[config.mk]
export PLATFORM = sky130hd
export DESIGN_NAME = uart_xmit_arbiter
export DESIGN_NICKNAME = d
export VERILOG_FILES = /design/src/rtl/uart_pkg.sv /design/src/rtl/rr_pick.sv /design/src/rtl/uart_xmit_arbiter.sv
export SDC_FILE = /design/constraint.sdc
export NUM_CORES = 1
export LEC_CHECK = 0
export BUFFER_PORTS_ARGS = -buffer_cell sky130_fd_sc_hd__buf_2
export CAP_MARGIN = 10
export CORE_MARGIN = 2
export CORE_UTILIZATION = 40
export DETAILED_ROUTE_END_ITERATION = 6
export GPL_ROUTABILITY_DRIVEN = 0
export PLACE_DENSITY = 0.74
export SLEW_MARGIN = 30
export SYNTH_ARGS = -nofsm -noshare
export SYNTH_HDL_FRONTEND = slang
export SYNTH_SLANG_ARGS = --single-unit
[constraint.sdc]
create_clock -name sys_clk -period 1.8 [get_ports sys_clk]
set_clock_uncertainty 0.15 [all_clocks]
set_input_delay 0.09 -clock sys_clk [delete_from_list [all_inputs] [get_ports sys_clk]]
set_output_delay 0.09 -clock sys_clk [all_outputs]
set_load 0.02 [all_outputs]
[src/rtl/uart_pkg.sv]
// Shared UART definitions: arbiter FSM state encoding and the byte driven onto
// the transmitter data bus while nothing is granted.
package uart_pkg;

    typedef enum logic [2:0] {
        ARB_IDLE      = 3'd0,
        ARB_LAUNCH    = 3'd1,
        ARB_WAIT_BUSY = 3'd2,
        ARB_WAIT_DONE = 3'd3,
        ARB_GAP       = 3'd4
    } arb_state_t;

    localparam logic [7:0] UART_IDLE_BYTE = 8'h00;

endpackage

[src/rtl/rr_pick.sv]
// Combinational round-robin priority encoder: returns the first set request bit
// at or after ptr, wrapping past the top back to bit 0.
module rr_pick #(
    parameter int  NREQ = 4,
    localparam int IW   = $clog2(NREQ)
) (
    input  logic [NREQ-1:0] req,
    input  logic [IW-1:0]   ptr,
    output logic            valid,
    output logic [IW-1:0]   idx
);

    logic [NREQ-1:0] upper_mask;
    logic [NREQ-1:0] upper_req;

    genvar gi;
    generate
        for (gi = 0; gi < NREQ; gi++) begin : g_mask
            assign upper_mask[gi] = (gi >= int'(ptr));
        end
    endgenerate

    assign upper_req = req & upper_mask;
    assign valid     = |req;

    // Lowest set bit of the masked vector wins; fall back to the whole vector
    // when nothing at or above ptr is requesting (the wrap case).
    always_comb begin
        idx = '0;
        for (int i = NREQ - 1; i >= 0; i--) begin
            if (req[i]) idx = IW'(i);
        end
        for (int i = NREQ - 1; i >= 0; i--) begin
            if (upper_req[i]) idx = IW'(i);
        end
    end

endmodule

[src/rtl/uart_xmit_arbiter.sv]
// Round-robin scheduler sharing one UART transmitter between NREQ requesters,
// with a per-wait-state timeout abort and an enforced idle gap between frames.
module uart_xmit_arbiter
    import uart_pkg::*;
#(
    parameter int  NREQ    = 4,
    parameter int  TO_CYC  = 1023,
    parameter int  GAP_CYC = 2,
    localparam int IW      = $clog2(NREQ),
    localparam int TW      = $clog2(TO_CYC + 1),
    localparam int GW      = $clog2(GAP_CYC + 1)
) (
    input  logic              sys_clk,
    input  logic              sys_rst_l,
    input  logic [NREQ-1:0]   req_i,
    input  logic [8*NREQ-1:0] req_data_i,
    output logic [NREQ-1:0]   ack_o,
    output logic [NREQ-1:0]   nak_o,
    output logic              xmitH,
    output logic [7:0]        xmit_dataH,
    input  logic              xmit_doneH,
    output logic              busy_o,
    output logic [IW-1:0]     grant_id_o,
    output logic              timeout_o
);

    arb_state_t      state_q, state_d;
    logic [IW-1:0]   rr_ptr_q, rr_ptr_d;
    logic [IW-1:0]   grant_q, grant_d;
    logic [7:0]      data_q, data_d;
    logic            xmit_q, xmit_d;
    logic [NREQ-1:0] ack_q, ack_d;
    logic [NREQ-1:0] nak_q, nak_d;
    logic            busy_q, busy_d;
    logic            timeout_q, timeout_d;
    logic [TW-1:0]   to_cnt_q, to_cnt_d;
    logic [GW-1:0]   gap_cnt_q, gap_cnt_d;

    logic            pick_valid;
    logic [IW-1:0]   pick_idx;
    logic [7:0]      req_bytes [NREQ];
    logic [NREQ-1:0] grant_onehot;
    logic [IW-1:0]   next_ptr;
    logic            to_expired;

    genvar gi;
    generate
        for (gi = 0; gi < NREQ; gi++) begin : g_bytes
            assign req_bytes[gi] = req_data_i[8*gi +: 8];
        end
    endgenerate

    rr_pick #(.NREQ(NREQ)) u_rr_pick (
        .req   (req_i),
        .ptr   (rr_ptr_q),
        .valid (pick_valid),
        .idx   (pick_idx)
    );

    assign grant_onehot = {{(NREQ-1){1'b0}}, 1'b1} << grant_q;
    assign next_ptr     = (grant_q == IW'(NREQ - 1)) ? '0 : grant_q + IW'(1);
    assign to_expired   = (to_cnt_q == TW'(TO_CYC));

    always_comb begin
        state_d   = state_q;
        rr_ptr_d  = rr_ptr_q;
        grant_d   = grant_q;
        data_d    = data_q;
        xmit_d    = 1'b0;
        ack_d     = '0;
        nak_d     = '0;
        timeout_d = timeout_q;
        case (state_q)
            ARB_IDLE: begin
                if (pick_valid && xmit_doneH) begin
                    grant_d = pick_idx;
                    data_d  = req_bytes[pick_idx];
                    xmit_d  = 1'b1;
                    state_d = ARB_LAUNCH;
                end
            end
            ARB_LAUNCH: state_d = ARB_WAIT_BUSY;
            ARB_WAIT_BUSY: begin
                if (!xmit_doneH) begin
                    state_d = ARB_WAIT_DONE;
                end else if (to_expired) begin
                    nak_d     = grant_onehot;
                    timeout_d = 1'b1;
                    rr_ptr_d  = next_ptr;
                    state_d   = ARB_GAP;
                end
            end
            ARB_WAIT_DONE: begin
                if (xmit_doneH) begin
                    ack_d    = grant_onehot;
                    rr_ptr_d = next_ptr;
                    state_d  = ARB_GAP;
                end else if (to_expired) begin
                    nak_d     = grant_onehot;
                    timeout_d = 1'b1;
                    rr_ptr_d  = next_ptr;
                    state_d   = ARB_GAP;
                end
            end
            ARB_GAP: begin
                if (gap_cnt_q == GW'(GAP_CYC)) state_d = ARB_IDLE;
            end
            default: state_d = ARB_IDLE;
        endcase
    end

    // Both counters restart on every state change, so each wait state gets its
    // own full TO_CYC budget.
    always_comb begin
        to_cnt_d  = '0;
        gap_cnt_d = '0;
        if (state_d == state_q) begin
            if (state_q == ARB_WAIT_BUSY || state_q == ARB_WAIT_DONE) begin
                to_cnt_d = to_cnt_q + TW'(1);
            end
            if (state_q == ARB_GAP) begin
                gap_cnt_d = gap_cnt_q + GW'(1);
            end
        end
    end

    assign busy_d = (state_d != ARB_IDLE);

    always_ff @(posedge sys_clk or negedge sys_rst_l) begin
        if (!sys_rst_l) begin
            state_q   <= ARB_IDLE;
            rr_ptr_q  <= '0;
            grant_q   <= '0;
            data_q    <= UART_IDLE_BYTE;
            xmit_q    <= 1'b0;
            ack_q     <= '0;
            nak_q     <= '0;
            busy_q    <= 1'b0;
            timeout_q <= 1'b0;
            to_cnt_q  <= '0;
            gap_cnt_q <= '0;
        end else begin
            state_q   <= state_d;
            rr_ptr_q  <= rr_ptr_d;
            grant_q   <= grant_d;
            data_q    <= data_d;
            xmit_q    <= xmit_d;
            ack_q     <= ack_d;
            nak_q     <= nak_d;
            busy_q    <= busy_d;
            timeout_q <= timeout_d;
            to_cnt_q  <= to_cnt_d;
            gap_cnt_q <= gap_cnt_d;
        end
    end

    assign ack_o      = ack_q;
    assign nak_o      = nak_q;
    assign xmitH      = xmit_q;
    assign xmit_dataH = data_q;
    assign busy_o     = busy_q;
    assign grant_id_o = grant_q;
    assign timeout_o  = timeout_q;

endmodule

== After elaboration in Yosys (flattened, before gate mapping) ==
Cells that the tools add are included.
Storage, ports and cells
  output and inout port bits: 21
  logic and storage cells: 78
  flip-flop bits (word level): 38
Cells by class
  bitwise operators: 2
  reductions and logical operators: 9
  shifts and indexed selects: 1
  add/sub/neg operators: 3
  magnitude comparators: 4
  multiplexer cells: 38
  equality and inequality tests: 10
Operators with widths (number)
  2-to-1 mux 2 bit: 14
  2-to-1 mux 10 bit: 2
  2-to-1 mux 4 bit: 5
  binary-select mux 8 bit (select 2 bit): 1
  2-to-1 mux 8 bit: 2
  2-to-1 mux 3 bit: 5
  case mux 3 bit (5 select lines): 1
  adder 10 x 1 -> 10 bit (second input constant): 1
  == test 10 bit (second input constant): 1
  case mux 4 bit (2 select lines): 1
  == test 3 x 2 -> 1 bit (second input constant): 2
  2-to-1 mux 1 bit: 5
  adder 2 x 1 -> 2 bit (second input constant): 2
  bitwise AND 4 bit: 1
  == test 2 bit (second input constant): 2
  >= comparator 1 x 2 -> 1 bit (first input constant): 2
  != test 2 bit (second input constant): 2
  case mux 2 bit (2 select lines): 1
  AND reduction 2 bit: 2
  OR reduction 4 bit: 1
  << shifter 1 x 2 -> 4 bit (first input constant): 1
  == test 3 x 1 -> 1 bit (second input constant): 1
  == test 3 bit: 1
  == test 3 bit (second input constant): 1
  other kinds (10): 10

== Longest topological paths before layout ==
  word-level depth: 12
  depth in mapped cells: 7
  mapped depth without buffers: 6

== Cells and area by module ==
From an unflattened synthesis, not the netlist that was laid out.
Unflattened totals
  cell total of the unflattened synthesis: 157
  area, all modules: 1923.1 sq um
Modules (own cells, without submodules)
  uart_xmit_arbiter: cells an instance 145, seq. area each 950.9 sq um, area an instance 1845.5 sq um, instances 1
  rr_pick: cells an instance 12, seq. area each 0.0 sq um, area an instance 77.6 sq um, instances 1

== Least setup slack after synthesis ==
Ideal clock, no wire load.
  kind: register -> register
  start: register rr_ptr_q[1]
  end: register data_q[6] (netlist: xmit_dataH[6])
  clock period less this slack: 1.758 ns
  slack: 0.042 ns
  buffers on the path: 2
  data required time: 1.509 ns
  setup time: 0.141 ns
  stages on the path, launching flop included: 8
  data arrival time: 1.467 ns
  path through: dfrtp_1 -> nor2b_1 -> o21a_1 -> buf_6 -> nor3_2 -> buf_6 -> mux2i_1 -> o311ai_2
Between the ends
  word-level cells in the longest chain between the ends: 9
  elaborated cells on any way between the ends: 11
  classes of those cells: order compare: 3; mux: 6; bitwise: 2
Ends and longest elaborated chain
  start: declaration: RTL line uart_xmit_arbiter.sv:28  | logic [IW-1:0] rr_ptr_q, rr_ptr_d;
  start signal: assignment: RTL line uart_xmit_arbiter.sv:144  | rr_ptr_q <= rr_ptr_d;
  >= comparator 2 bit: RTL line rr_pick.sv:19  | assign upper_mask[gi] = (gi >= int'(ptr));
  bitwise AND 4 bit (*): RTL line rr_pick.sv:23  | assign upper_req = req & upper_mask;
  2-to-1 mux 2 bit (2 in series): RTL line rr_pick.sv:34  | if (upper_req[i]) idx = IW'(i);
  2-to-1 mux 2 bit (*): RTL line rr_pick.sv:34
  inverter 2 -> 3 bit (not written as such) (*): RTL line uart_xmit_arbiter.sv:77  | data_d = req_bytes[pick_idx];
  binary-select mux 8 bit (select 2 bit) (*): RTL line uart_xmit_arbiter.sv:77
  2-to-1 mux 8 bit (not written as such) (*) (2 in series): RTL line uart_xmit_arbiter.sv:77
  end signal: assignment: RTL line uart_xmit_arbiter.sv:146  | data_q <= data_d;
  end: declaration: RTL line uart_xmit_arbiter.sv:30  | logic [7:0] data_q, data_d;
Every way passes the cells marked *; elsewhere a longest branch is shown, timed or not. The select of a mux whose other input is x is not followed.
A chain may end at the register's enable or synchronous reset.

== Worst setup path after layout ==
  start: register rr_ptr_q[0]
  end: register data_q[0] (netlist: xmit_dataH[0])
Same word-level chain as after synthesis.

==> results by group <==
Detailed routing
  • Routed Antenna Nets: 0
  • Vias per cell: 5.012
  • Drt first pass iters: 4
  • Drt initial violations: 80
  • DRC: 0
  • Drt wl/cell: 14.01 microns
  • Vias: 1694
  • Final WL: 4737 microns

Placement
  • Port Buffers: 59
  • Setup WS pre-CTS: -0.1090 ns
  • HPWL Detailed: 3577 microns
  • Placed cells: 330

Critical path
  • Worst path arrival time: 1.81 ns
  • Kind of critical path: reg -> reg
  • Worst Setup End Kind: flop
  • Slowest cell on crit path: dfrtp_1
  • Worst setup SP type: flop
  • CP cell instances: and3b_1 -> buf_4 -> o31a_1 -> o21ai_2 -> o311ai_2
  • Worst EP required: 1.79 ns
  • CP max FO: 6
  • CP max stage delay: 0.42 ns

Synth
  • Avg Cell Area, Syn: 10.40 sq um
  • Async SR Flop Fraction: 100.0%
  • Post-synthesis instance area: 1977 sq um
  • Synth top cells by count: dfrtp_1 (38), nor2_1 (23), nand2_1 (15), and4_1 (9), o21ai_0 (9)
  • Syn Inst Count: 190
  • Syn nets: 235
  • Flops & latches, synth: 38
  • Seq/Total Area, Yosys: 48.10%
  • Number of synthesized flops with an enable pin: 0
  • Distinct cell type count of the synthesized netlist: 39
  • Share of Yosys cell area claimed by the top area cell type: 48.10%
  • Ranking of synthesized cells by area: dfrtp_1 (48%), nor2_1 (4.4%), mux2i_1 (4.1%), and4_1 (4.0%), ha_1 (3.8%)
  • Most common cell in the netlist: dfrtp_1
  • Yosys warning total: 0
  • Most used DFF post-synth: dfrtp_1
  • Largest area contributor in the netlist: dfrtp_1

Timing
  • RSZ-0062 raised after global routing: yes
  • Min cycle time layout: 1.818 ns
  • Slew HR: 68.11%
  • Worst Setup Slack, final: -0.01794 ns
  • Achievable frequency: 0.5501 GHz
  • Slew Limit Fails: 0
  • Tcrit/Tclk final: 101.0%
  • # setup viols final: 1
  • Slew @ Worst Pin: 0.4783 ns
  • Final Hold Vio Count: 0
  • Fin Hold WS: 0.005683 ns

Floorplan
  • Die ar.: 5520 sq um
  • Die width: 74.30 microns
  • Core Area: 4755 sq um
  • Chip Height: 74.30 microns
  • Starting Density: 41.58%
  • I/O pins: 60
  • Core Rows: 25

Run status
  • Run status: finished with violations
  • Failing checks: negative setup slack

Finish
  • Filler cells: 446
  • Multi-input logic area: 1037 sq um
  • Fin util: 56.11%
  • Register area: 950.9 sq um
  • Final non-filler cell total: 338
  • Area Growth Syn to Fin: 34.94%
  • Ant. Diodes: 0
  • Final #Nets: 317
  • Share of cells above drive strength 1: 39.48%

GRT
  • Largest net degree at the start of global routing: 22
  • Vias in the first global route: 1568
  • Global-route total usage across every layer: 17.55%
  • Grt met2 use: 25.60%
  • GRT Max-Usage Layer: met2
  • Antenna violations before repair: 0
  • Global Route met1 Usage: 24.64%
  • Global-route wire length before repair: 7293 microns
  • Met3 Use GR: 5.285%
  • GRT overflow: 0

Hold path
  • Min-delay worst type: in -> reg

Clock tree
  • Num CTS Buffers: 5
  • Setup bufs post-CTS: 0
  • Sink Count: 38
  • Clock Pin Slew Worst Setup and Hold Paths: 0.07 ns
  • Htree depth: 2
  • Max clock buf depth: 2
  • Clk_lat worst skew: 0.28 ns
  • Clk root buf: clkbuf_8
  • CTS tree: yes

Power
  • VDD IR-drop max: 0.0005260 V
  • Power Dens Cells: 1254 nW/um^2
  • Total chip power: 3.344 mW
  • Leakage: 1.330 nW

Flow run
  • Max_cap viols: 0
cell usage in the layout (no fill, tap or decap), types with 3 or more instances in the layout:
master,synthesis,final
buf_4,1,18
and2_1,8,8
xnor2_1,3,3
nand3_1,4,3
o31a_1,8,8
and4_1,9,9
inv_1,8,8
ha_1,6,6
buf_2,1,59
mux2i_1,8,7
xor2_1,6,6
o21ai_1,0,4
clkbuf_8,0,6
nand2b_1,4,4
o311ai_1,7,6
dfrtp_1,38,38
o21ai_2,0,5
nor2_1,23,23
nand2_1,15,15
cells by family (layout without fill, tap and decap cells):
logic type | after synthesis | after routing | synth area share, %
mux | 11 | 11 | 5.760
simple gates | 77 | 77 | 20.95
buf+inv | 14 | 95 | 3.671
xor+xnor | 9 | 9 | 3.988
fa+ha+maj | 6 | 6 | 3.797
compound gates | 35 | 35 | 13.73
flops | 38 | 38 | 48.10
layout make-up:
type / instances / share of cell area (%)
repair buffers: 81 / 18.11
well taps: 67 / 3.143
clock buffers: 6 / 3.096
flip-flops and latches: 38 / 35.65
multi-input cells: 138 / 38.88
inverters: 8 / 1.126
stage by stage:
stage / setup TNS (ns) / cell area [sq um]
after floorplan: 0 / 1977
after global placement: -0.04232 / 2476
after detailed placement: -0.2104 / 2476
after CTS: -0.01497 / 2590
after global routing: -0.1802 / 2668
final: -0.01794 / 2668
metal layers:
metal  wire [microns]  up-vias
met1             2156      788
met4              109        0
met3              259       12
li1                 -      841
met2             2211       53
met5                0        -
worst max-delay path: cells and delay by family, from the launching register on:
kind / cells / cell delay (ns)
compound gates: 3 / 0.64
flops: 1 / 0.42
simple gates: 1 / 0.28
buf+inv: 1 / 0.18
power breakdown:
| part | total [mW] | internal (mW) | switching (mW) |
|---|---|---|---|
| clock network | 0.561 | 0.295 | 0.266 |
| logic | 1.59 | 0.697 | 0.894 |
| registers | 1.19 | 1.06 | 0.136 |
state kept, by name (all words and copies together) (netlist names):
signal,flops
to_cnt_q,10
state_q,3
ack_o,4
gap_cnt_q,2
busy_o,1
rr_ptr_q,2
grant_id_o,2
xmit_dataH,8
nak_o,4
timeout_o,1
xmitH,1
timing repair:
action / CTS / global route
hold endpoints to repair: 38 / 0
cloned: 1 / 0
pin swaps: 1 / 5
gates resized for setup: 7 / 23
hold buffers: 1 / 0
setup endpoints to repair: 5 / 13
final timing paths:
kind / from / to / slack, ns / cells after the start
max in group asynchronous: sys_rst_l / xmitH / 0.89 / 3
min in group asynchronous: sys_rst_l / to_cnt_q[1] / 0.15 / 2
hold reg to reg: gap_cnt_q[0] / gap_cnt_q[0] / 0.29 / 1
hold / removal: req_data_i[18] / xmit_dataH[2] / 0.006 / 4
setup reg to reg: rr_ptr_q[0] / xmit_dataH[0] / -0.02 / 5
setup / recovery: rr_ptr_q[0] / xmit_dataH[0] / -0.02 / 5
No activity file was read; power rests on OpenSTA's default activity.
